--- src/rtl/sonic_dec_iter_128x256.sv ---
// Iterative Sonic-128 decryption core: one inverse round per clock, round keys
// applied in reverse order from an internal resettable key file.
module sonic_dec_iter_128x256 #(
  parameter int NR = 12,
  parameter int AW = (NR > 1) ? $clog2(NR) : 1
) (
  input  logic            clk,
  input  logic            rst,
  input  logic            rk_wr_en,
  input  logic [AW-1:0]   rk_wr_addr,
  input  logic [63:0]     rk_wr_data,
  input  logic            in_valid,
  output logic            in_ready,
  input  logic [127:0]    in_data,
  output logic            out_valid,
  input  logic            out_ready,
  output logic [127:0]    out_data,
  output logic            busy
);

  typedef enum logic [1:0] {S_IDLE, S_RUN, S_DONE} state_t;

  state_t         state_q, state_d;
  logic [127:0]   st_q, st_d;
  logic [AW-1:0]  cnt_q, cnt_d;
  logic [63:0]    key_q [NR];

  logic           key_we;
  logic [63:0]    x_w, y_w, t_w, r_w, l_w, rk_w;

  function automatic logic [63:0] rotl64(input logic [63:0] v, input int n);
    return (v << n) | (v >> (64 - n));
  endfunction

  // M = z*(1+a) with a = z^7+z^9 in GF(2)[z]/(z^64+1); a^64 = 0, so
  // (1+a)^-1 = prod_k (1 + a^(2^k)). The k=5 factor is 1 (z^32 cancels).
  function automatic logic [63:0] minv(input logic [63:0] v);
    logic [63:0] w;
    w = v;
    w = w ^ rotl64(w, 7)  ^ rotl64(w, 9);
    w = w ^ rotl64(w, 14) ^ rotl64(w, 18);
    w = w ^ rotl64(w, 28) ^ rotl64(w, 36);
    w = w ^ rotl64(w, 56) ^ rotl64(w, 8);
    w = w ^ rotl64(w, 48) ^ rotl64(w, 16);
    return rotl64(w, 63);
  endfunction

  assign key_we = rk_wr_en && (state_q == S_IDLE);

  // Addresses >= NR match no entry and are dropped.
  always_ff @(posedge clk) begin
    if (rst) begin
      for (int i = 0; i < NR; i++) key_q[i] <= '0;
    end else if (key_we) begin
      for (int i = 0; i < NR; i++) begin
        if (rk_wr_addr == AW'(i)) key_q[i] <= rk_wr_data;
      end
    end
  end

  assign y_w  = st_q[127:64];
  assign x_w  = st_q[63:0];
  assign rk_w = key_q[cnt_q];

  // Undo the bit spread: 47 is the inverse of 15 mod 64.
  for (genvar gi = 0; gi < 64; gi++) begin : g_unperm
    assign t_w[gi] = x_w[(47 * gi) % 64];
  end

  assign r_w = minv(y_w ^ rk_w);
  assign l_w = t_w ^ (rotl64(r_w, 12) & r_w) ^ rotl64(r_w, 1);

  always_comb begin
    state_d = state_q;
    st_d    = st_q;
    cnt_d   = cnt_q;
    case (state_q)
      S_IDLE: begin
        if (in_valid) begin
          st_d    = in_data;
          cnt_d   = AW'(NR - 1);
          state_d = S_RUN;
        end
      end
      S_RUN: begin
        st_d = {l_w, r_w};
        if (cnt_q == '0) state_d = S_DONE;
        else             cnt_d   = cnt_q - 1'b1;
      end
      S_DONE: begin
        if (out_ready) state_d = S_IDLE;
      end
      default: state_d = S_IDLE;
    endcase
  end

  always_ff @(posedge clk) begin
    if (rst) begin
      state_q <= S_IDLE;
      st_q    <= '0;
      cnt_q   <= '0;
    end else begin
      state_q <= state_d;
      st_q    <= st_d;
      cnt_q   <= cnt_d;
    end
  end

  assign in_ready  = !rst && (state_q == S_IDLE);
  assign out_valid = !rst && (state_q == S_DONE);
  assign busy      = !rst && ((state_q == S_RUN) || (state_q == S_DONE));
  assign out_data  = st_q;

endmodule

--- config.mk ---
export PLATFORM = sky130hd
export DESIGN_NAME = sonic_dec_iter_128x256
export DESIGN_NICKNAME = d
export VERILOG_FILES = /design/src/rtl/sonic_dec_iter_128x256.sv
export SDC_FILE = /design/constraint.sdc
export NUM_CORES = 2
export LEC_CHECK = 0
export BUFFER_PORTS_ARGS = -buffer_cell sky130_fd_sc_hd__buf_2
export CAP_MARGIN = 20
export CORE_MARGIN = 8
export CORE_UTILIZATION = 57
export CTS_BUF_LIST = sky130_fd_sc_hd__clkbuf_2
export CTS_CLUSTER_SIZE = 28
export DETAILED_ROUTE_END_ITERATION = 8
export PLACE_DENSITY = 0.79
export SLEW_MARGIN = 40
export SYNTH_ARGS = -nofsm -noshare
export SYNTH_HDL_FRONTEND = slang
export SYNTH_SLANG_ARGS = --single-unit
--- constraint.sdc ---
create_clock -name clk -period 4.7 [get_ports clk]
set_input_delay 0.705 -clock clk [delete_from_list [all_inputs] [get_ports clk]]
set_output_delay 0.705 -clock clk [all_outputs]
set_load 0.02 [all_outputs]
==> results.md, run 1 <==
Status:
- The run stopped with a tool error.
- The halt point of the flow is 5_1_grt.
- The first error in the log reads "[ERROR GRT-0232] Routing congestion too high. Check the congestion heatmap in the GUI".

Synth:
- The most area-hungry cell type in the Yosys netlist is sky130_fd_sc_hd__edfxtp_1.
- The proportion of synthesized flip-flops having asynchronous set or reset is 0.
- Sorting the synthesized cells by area gives the leading types as sky130_fd_sc_hd__edfxtp_1, sky130_fd_sc_hd__nor2_1, sky130_fd_sc_hd__dfxtp_1.
- The synthesized netlist contains 60 unique library cells.
- The number of nets produced by synthesis is 3,991.
- The area share of the largest cell type after synthesis is 0.477.
- The number of cells produced by synthesis is 3,784.
- The average instance in the mapped netlist occupies 12.8 um^2.
- The flip-flop and latch count after synthesis is just over 900.
- In this run the cell area of the synthesized design comes to 48,300 um^2.
- Among all flip-flop cells after synthesis, the most frequent one is sky130_fd_sc_hd__edfxtp_1.
- The number of warnings issued by yosys is 0.
- The sequential share of the synthesized area is 0.534.
- The number of synthesized flops with an enable pin is 768.

GRT:
- Entering global routing, the biggest net connects between 100 and 150 pins.
- The global-route congestion overflow total is 22.
- The number of antenna violations at the first check in global routing is 56.
- The global-route total usage across every layer is 0.704.

Place:
- Summed over all nets, the half-perimeter wirelength after detailed placement is 111,000 um.
- The final weighted congestion of routability-driven global placement is 1.04.
- The count of buffers from port buffering is 331.
- The number of cells after detailed placement is around 5,600.

Clock network:
- The clock tree synthesis step divided the H-tree into 4 levels.
- The maximum count of clock buffers along a single path is 3.
- The clock net in this run drives a total of just over 900 sinks.
- Clock tree synthesis selected as its root buffer the cell sky130_fd_sc_hd__clkbuf_2.
- Counting the buffers created by CTS gives 216.

Floorplan:
- The die is 307 um tall.
- The initial core utilization is 0.571.
- The count of pins on the block boundary is 332.
- The number of standard-cell rows in the floorplan is 107.
- Measured along the x axis, the die boundary spans 307 um.

STA:
- The global-route repair_timing pass left the worst setup endpoint at out_data[125]$_SDFFE_PP0P_/D.
- After the last repair the worst path ends at a sequential cell input.
what timing repair did:
item / 4_1_cts
setup endpoints to repair: 128
pin swaps: 179
hold buffers: 316
cloned: 5
setup buffers: 150
resized for setup: 454
endpoints found under the hold margin: 994
synth_stat cells (16+ instances only):
| cell type | n |
|---|---|
| sky130_fd_sc_hd__o22ai_1 | 25 |
| sky130_fd_sc_hd__and3_1 | 25 |
| sky130_fd_sc_hd__buf_1 | 38 |
| sky130_fd_sc_hd__xor2_1 | 135 |
| sky130_fd_sc_hd__a211oi_1 | 60 |
| sky130_fd_sc_hd__dfxtp_1 | 138 |
| sky130_fd_sc_hd__mux2i_1 | 259 |
| sky130_fd_sc_hd__xor2_2 | 43 |
| sky130_fd_sc_hd__xnor2_2 | 54 |
| sky130_fd_sc_hd__nor2_1 | 823 |
| sky130_fd_sc_hd__o31ai_1 | 22 |
| sky130_fd_sc_hd__a22o_1 | 110 |
| sky130_fd_sc_hd__a21oi_1 | 97 |
| sky130_fd_sc_hd__inv_1 | 74 |
| sky130_fd_sc_hd__buf_6 | 18 |
| sky130_fd_sc_hd__o31ai_2 | 25 |
| sky130_fd_sc_hd__xnor3_1 | 89 |
| sky130_fd_sc_hd__xnor2_1 | 289 |
| sky130_fd_sc_hd__nor2b_1 | 16 |
| sky130_fd_sc_hd__mux4_2 | 87 |
| sky130_fd_sc_hd__nand2_1 | 193 |
| sky130_fd_sc_hd__xor3_1 | 30 |
| sky130_fd_sc_hd__clkbuf_1 | 193 |
| sky130_fd_sc_hd__o21ai_0 | 25 |
| sky130_fd_sc_hd__edfxtp_1 | 768 |
kinds of logic after synthesis:
kind of cell / after synthesis / share of synthesized area
muxes: 350 / 0.0951
and+or+nand+nor: 1089 / 0.0882
AOI/OAI and AO/OA: 400 / 0.0620
adders and majority gates: 6 / 0.00155
DFF: 906 / 0.534
buffers and inverters: 361 / 0.0365
xor gates and xnor gates: 672 / 0.182
metrics by stage:
stage	setup WS, ns	hold slack, ns	setup TNS [ns]	area, um^2	util
after CTS	-0.474	0.0000322	-25.32	65000	0.768
after detailed placement	-0.941	0.500	-59.42	55900	0.661
after global placement	-0.878	0.484	-57.59	55800	0.660
after floorplan	-0.0893	0.465	-0.239	48500	-
layer usage:
layer	GRT overflow	GRT usage
met5	0	0.570
met1	0	0.661
met3	5	0.684
met2	11	0.800
met4	6	0.664
==> inputs of run 2 (changes only) <==
--- a/config.mk
+++ b/config.mk
@@ -8,11 +8,9 @@
 export BUFFER_PORTS_ARGS = -buffer_cell sky130_fd_sc_hd__buf_2
 export CAP_MARGIN = 20
 export CORE_MARGIN = 8
-export CORE_UTILIZATION = 57
-export CTS_BUF_LIST = sky130_fd_sc_hd__clkbuf_2
-export CTS_CLUSTER_SIZE = 28
+export CORE_UTILIZATION = 40
 export DETAILED_ROUTE_END_ITERATION = 8
-export PLACE_DENSITY = 0.79
+export PLACE_DENSITY_LB_ADDON = 0.15
 export SLEW_MARGIN = 40
 export SYNTH_ARGS = -nofsm -noshare
 export SYNTH_HDL_FRONTEND = slang
==> constraint.sdc (replaced) <==
create_clock -name clk -period 6.1 [get_ports clk]
set_input_delay 0.915 -clock clk [delete_from_list [all_inputs] [get_ports clk]]
set_output_delay 0.915 -clock clk [all_outputs]
set_load 0.02 [all_outputs]
==> run 2 against run 1 <==
The run now ends clean. Synthesized area stayed put. Synthesized cell count stayed put.
==> results.md, run 2 <==
Clock network:
- The number of H-tree branching levels is 3 (-1).
- The total clock buffers created by CTS is 100 (-54%).
- After clock tree synthesis, the clock-pin slew on the worst setup and hold paths is 0.06 ns.
- The clock sink count was 906 (unchanged).
- The maximum count of clock buffers along a single path is 3 (unchanged).
- The number of hold buffers added after cts came to 0 (-100%).
- The clock reaches the later pin of the worst-skew pair after 0.71 ns.
- The clock tree from TritonCTS is done.
- The cell chosen for the clock root is sky130_fd_sc_hd__clkbuf_16.

Place:
- The final weighted congestion of routability-driven global placement is 0.960 (-7.9%).
- The count of buffers from port buffering was 331 (unchanged).
- The placement-stage worst setup slack is -0.144 ns (+0.797 ns).
- The HPWL reported at the end of detailed placement was 117,000 um (+5.7%).

Synth:
- The most frequent cell after synthesis is sky130_fd_sc_hd__nor2_1.
- Summed over all instances, the cell type with the most area after synthesis is sky130_fd_sc_hd__edfxtp_1.
- The sequential share of the synthesized area was 0.534 (unchanged).
- The number of nets produced by synthesis is 3,991 (unchanged).
- The compound-cell area share of the yosys netlist is 0.0620 (unchanged).
- The number of unique standard cell types used by synthesis is 60 (unchanged).
- After synthesis, the largest family of logic cells by area is XOR/XNOR gates.
- In the post-synthesis netlist, the biggest area contributors are sky130_fd_sc_hd__edfxtp_1, sky130_fd_sc_hd__nor2_1, sky130_fd_sc_hd__dfxtp_1.
- The proportion of synthesized flip-flops having asynchronous set or reset was 0 (unchanged).
- The synthesized-area fraction occupied by and/or/nand/nor cells is 0.0882 (unchanged).
- The number of cells produced by synthesis came to 3,784 (unchanged).
- The synthesized-area fraction occupied by adder cells is 0.00155 (unchanged).
- The area share of the largest cell type after synthesis is 0.477 (unchanged).
- The flip-flop and latch count after synthesis was 906 (unchanged).
- The number of warnings issued by yosys was 0 (unchanged).
- The mapped cell area is 48,300 um^2 (unchanged).
- The fraction of synthesized cell area in xor and xnor cells came to 0.182 (unchanged).
- Counting instances in the post-synthesis netlist gives the leading cell types as sky130_fd_sc_hd__nor2_1, sky130_fd_sc_hd__edfxtp_1, sky130_fd_sc_hd__xnor2_1.
- The proportion of synthesized area in mux cells came to 0.0951 (unchanged).
- The main flop type after synthesis is sky130_fd_sc_hd__edfxtp_1.
- The average instance area after synthesis is 12.8 um^2 (unchanged).
- The number of synthesized flops with an enable pin is 768 (unchanged).

Status:
- The flow ran to the end, and the final reports show no timing, DRC or antenna violations.

Detailed routing:
- For this block, the routed nets add up to between 150,000 and 200,000 um of wire.
- After detailed routing, the average wire length per cell comes to between 20 and 30 um.
- The detailed router finished its first iteration with just under 3,000 violations.
- In the routed layout, each cell is associated on average with a via count of 5.41.
- After detailed routing, the number of remaining DRC violations is 0.
- The number of routed nets with antenna violations is 0.
- Summing over every cut layer, the via total after detailed routing is 31,941.
- The first detailed-routing pass took 7 iterations.

GRT:
- The largest net degree at the start of global routing is between 70 and 80.
- The via count of the first global-routing pass is 31,960.
- The global-route wire length before repair is 239,000 um.
- The global-route congestion overflow total is 0.
- The global-route total usage across every layer is 0.250.
- The number of antenna violations at the first check in global routing is 4.

Final layout:
- For this run, the share of the core covered by cells in the final layout is 0.470.
- The register with the most flip-flops in the layout has between 700 and 800 of them.
- For this run, the post-layout net count is 4,408.
- The library cell used most frequently in the layout, excluding fill and tap cells, is sky130_fd_sc_hd__nor2_1.
- Ranked by flip-flop count, first place goes to key_q.
- In the final layout, the share of cells above drive strength 1 is 0.244.
- Relative to the synthesized area, the layout overhead comes to 16.7%.
- In the layout the commonest cells are sky130_fd_sc_hd__nor2_1, sky130_fd_sc_hd__edfxtp_1, sky130_fd_sc_hd__buf_2.
- Fill cells in the final layout number between 10,000 and 15,000.

Floorplan:
- The die covers 132,000 um^2.
- The horizontal extent of the die is 364 um (+18%).
- The vertical die dimension was 364 um (+18%).
- The area inside the core boundary is 120,000 um^2.
- The number of standard-cell rows in the floorplan is 127 (+19%).
- The initial core utilization is 0.403 (-0.168).
- The count of pins on the block boundary was 332 (unchanged).

Hold path:
- The worst hold path begins at cnt_q[3].
- The path class of the lowest-slack min-delay path is register to register.

STA:
- At the pin with the least slew margin, the transition time is 0.855 ns.
- Once routing completed, OpenROAD measured the worst setup slack at 0.0633 ns.
- The minimum clock period after layout is 6.04 ns.
- The number of pins exceeding their max-slew limit in the final report was 0.
- The worst pin sits at a relative slew slack of 0.426.
- The hold violation total from the final report is 0.
- The number of setup violations in the final report is 0.
- The setup TNS after final layout is 0 ns.
- Hold is met by 0.511 ns.
- Setup repair after global routing left no endpoint under its margin.
- Of the available clock period, the critical path in the final layout requires 0.990.
- The achievable frequency is roughly 170 MHz.
- The worst setup skew after layout is just over 0.05 ns.

Critical path:
- The critical path capture point type is a register.
- Of all nets on the critical path, the largest fanout is 23.
- The data required time of the worst path is 6.67 ns.
- The slack of the worst reg-to-reg path is 0.06 ns.
- The classification of the worst setup path is register to register.
- The worst setup path is launched from a register.
- Data on the critical path arrives at its endpoint at 6.60 ns.

Run:
- The tool flagged a number of max-cap violations equal to 0.
run 2: what timing repair did:
action                                 in CTS  in global routing
setup endpoints to repair                   9                  5
gates resized for setup                     6                  6
buffers inserted                            4                  0
endpoints found under the hold margin       0                  0
run 2: path summary, 6_finish.rpt:
path | end | cells past startpoint
setup / recovery | out_data[70] | 19
hold / removal | register | 1
setup reg to reg | out_data[70] | 19
hold reg to reg | register | 1
run 2: cells by family after synthesis:
group / after synthesis
mux: 350
buf+inv: 361
compound gates: 400
fa+ha+maj: 6
flops: 906
simple gates: 1089
xor+xnor: 672
run 2: area by class of cell:
| type | instances | area (um^2) | area share |
|---|---|---|---|
| sequential | 906 | 25800 | 0.458 |
| timing repair buffer | 601 | 4100 | 0.0727 |
| multi-input combinational | 2517 | 21100 | 0.374 |
| tap | 1612 | 2020 | 0.0358 |
| clock inverter | 64 | 484 | 0.00858 |
| inverter | 75 | 284 | 0.00503 |
| clock buffer | 120 | 2580 | 0.0457 |
| antenna | 4 | 10.0 | 0.000177 |
run 2: critical path, stage by stage (launching register included):
cell                      delay, ns
sky130_fd_sc_hd__dfxtp_4       0.39
sky130_fd_sc_hd__buf_12        0.15
sky130_fd_sc_hd__buf_12        0.22
sky130_fd_sc_hd__buf_4         0.19
sky130_fd_sc_hd__mux2i_1       0.08
sky130_fd_sc_hd__a22o_1        0.24
sky130_fd_sc_hd__o31ai_2       0.65
sky130_fd_sc_hd__xor2_2        0.43
sky130_fd_sc_hd__xnor2_1       0.18
sky130_fd_sc_hd__xnor2_2       0.44
sky130_fd_sc_hd__xnor3_1       0.53
sky130_fd_sc_hd__xor2_2        0.37
sky130_fd_sc_hd__xnor3_2       0.51
sky130_fd_sc_hd__xnor2_2       0.30
sky130_fd_sc_hd__xor2_1        0.44
sky130_fd_sc_hd__buf_4         0.22
sky130_fd_sc_hd__xnor2_1       0.13
sky130_fd_sc_hd__xnor2_1       0.17
sky130_fd_sc_hd__buf_4         0.17
sky130_fd_sc_hd__o22ai_1       0.07
run 2: metrics by stage:
| stage | cell area [um^2] | std cells |
|---|---|---|
| after CTS | 56300 | 5893 |
| after global routing | 56400 | 5895 |
| after floorplan | 48300 | 3784 |
| final | 56400 | 5899 |
| after global placement | 53100 | 5705 |
| after detailed placement | 53200 | 5705 |
run 2: per-layer routing:
metal / vias up / part of all wire / global-route usage / routed length (um)
met4: 0 / 0.045 / 0.102 / 7630
met2: 1331 / 0.48 / 0.423 / 82100
li1: 14146 / - / - / -
met5: - / 0 / 0 / 0
met3: 297 / 0.067 / 0.0363 / 11400
met1: 16167 / 0.41 / 0.322 / 69200
Power of run 2 is left out: the tool's default activity adds up to more than one toggle a clock period on the data nets, which glitch-free logic cannot reach.
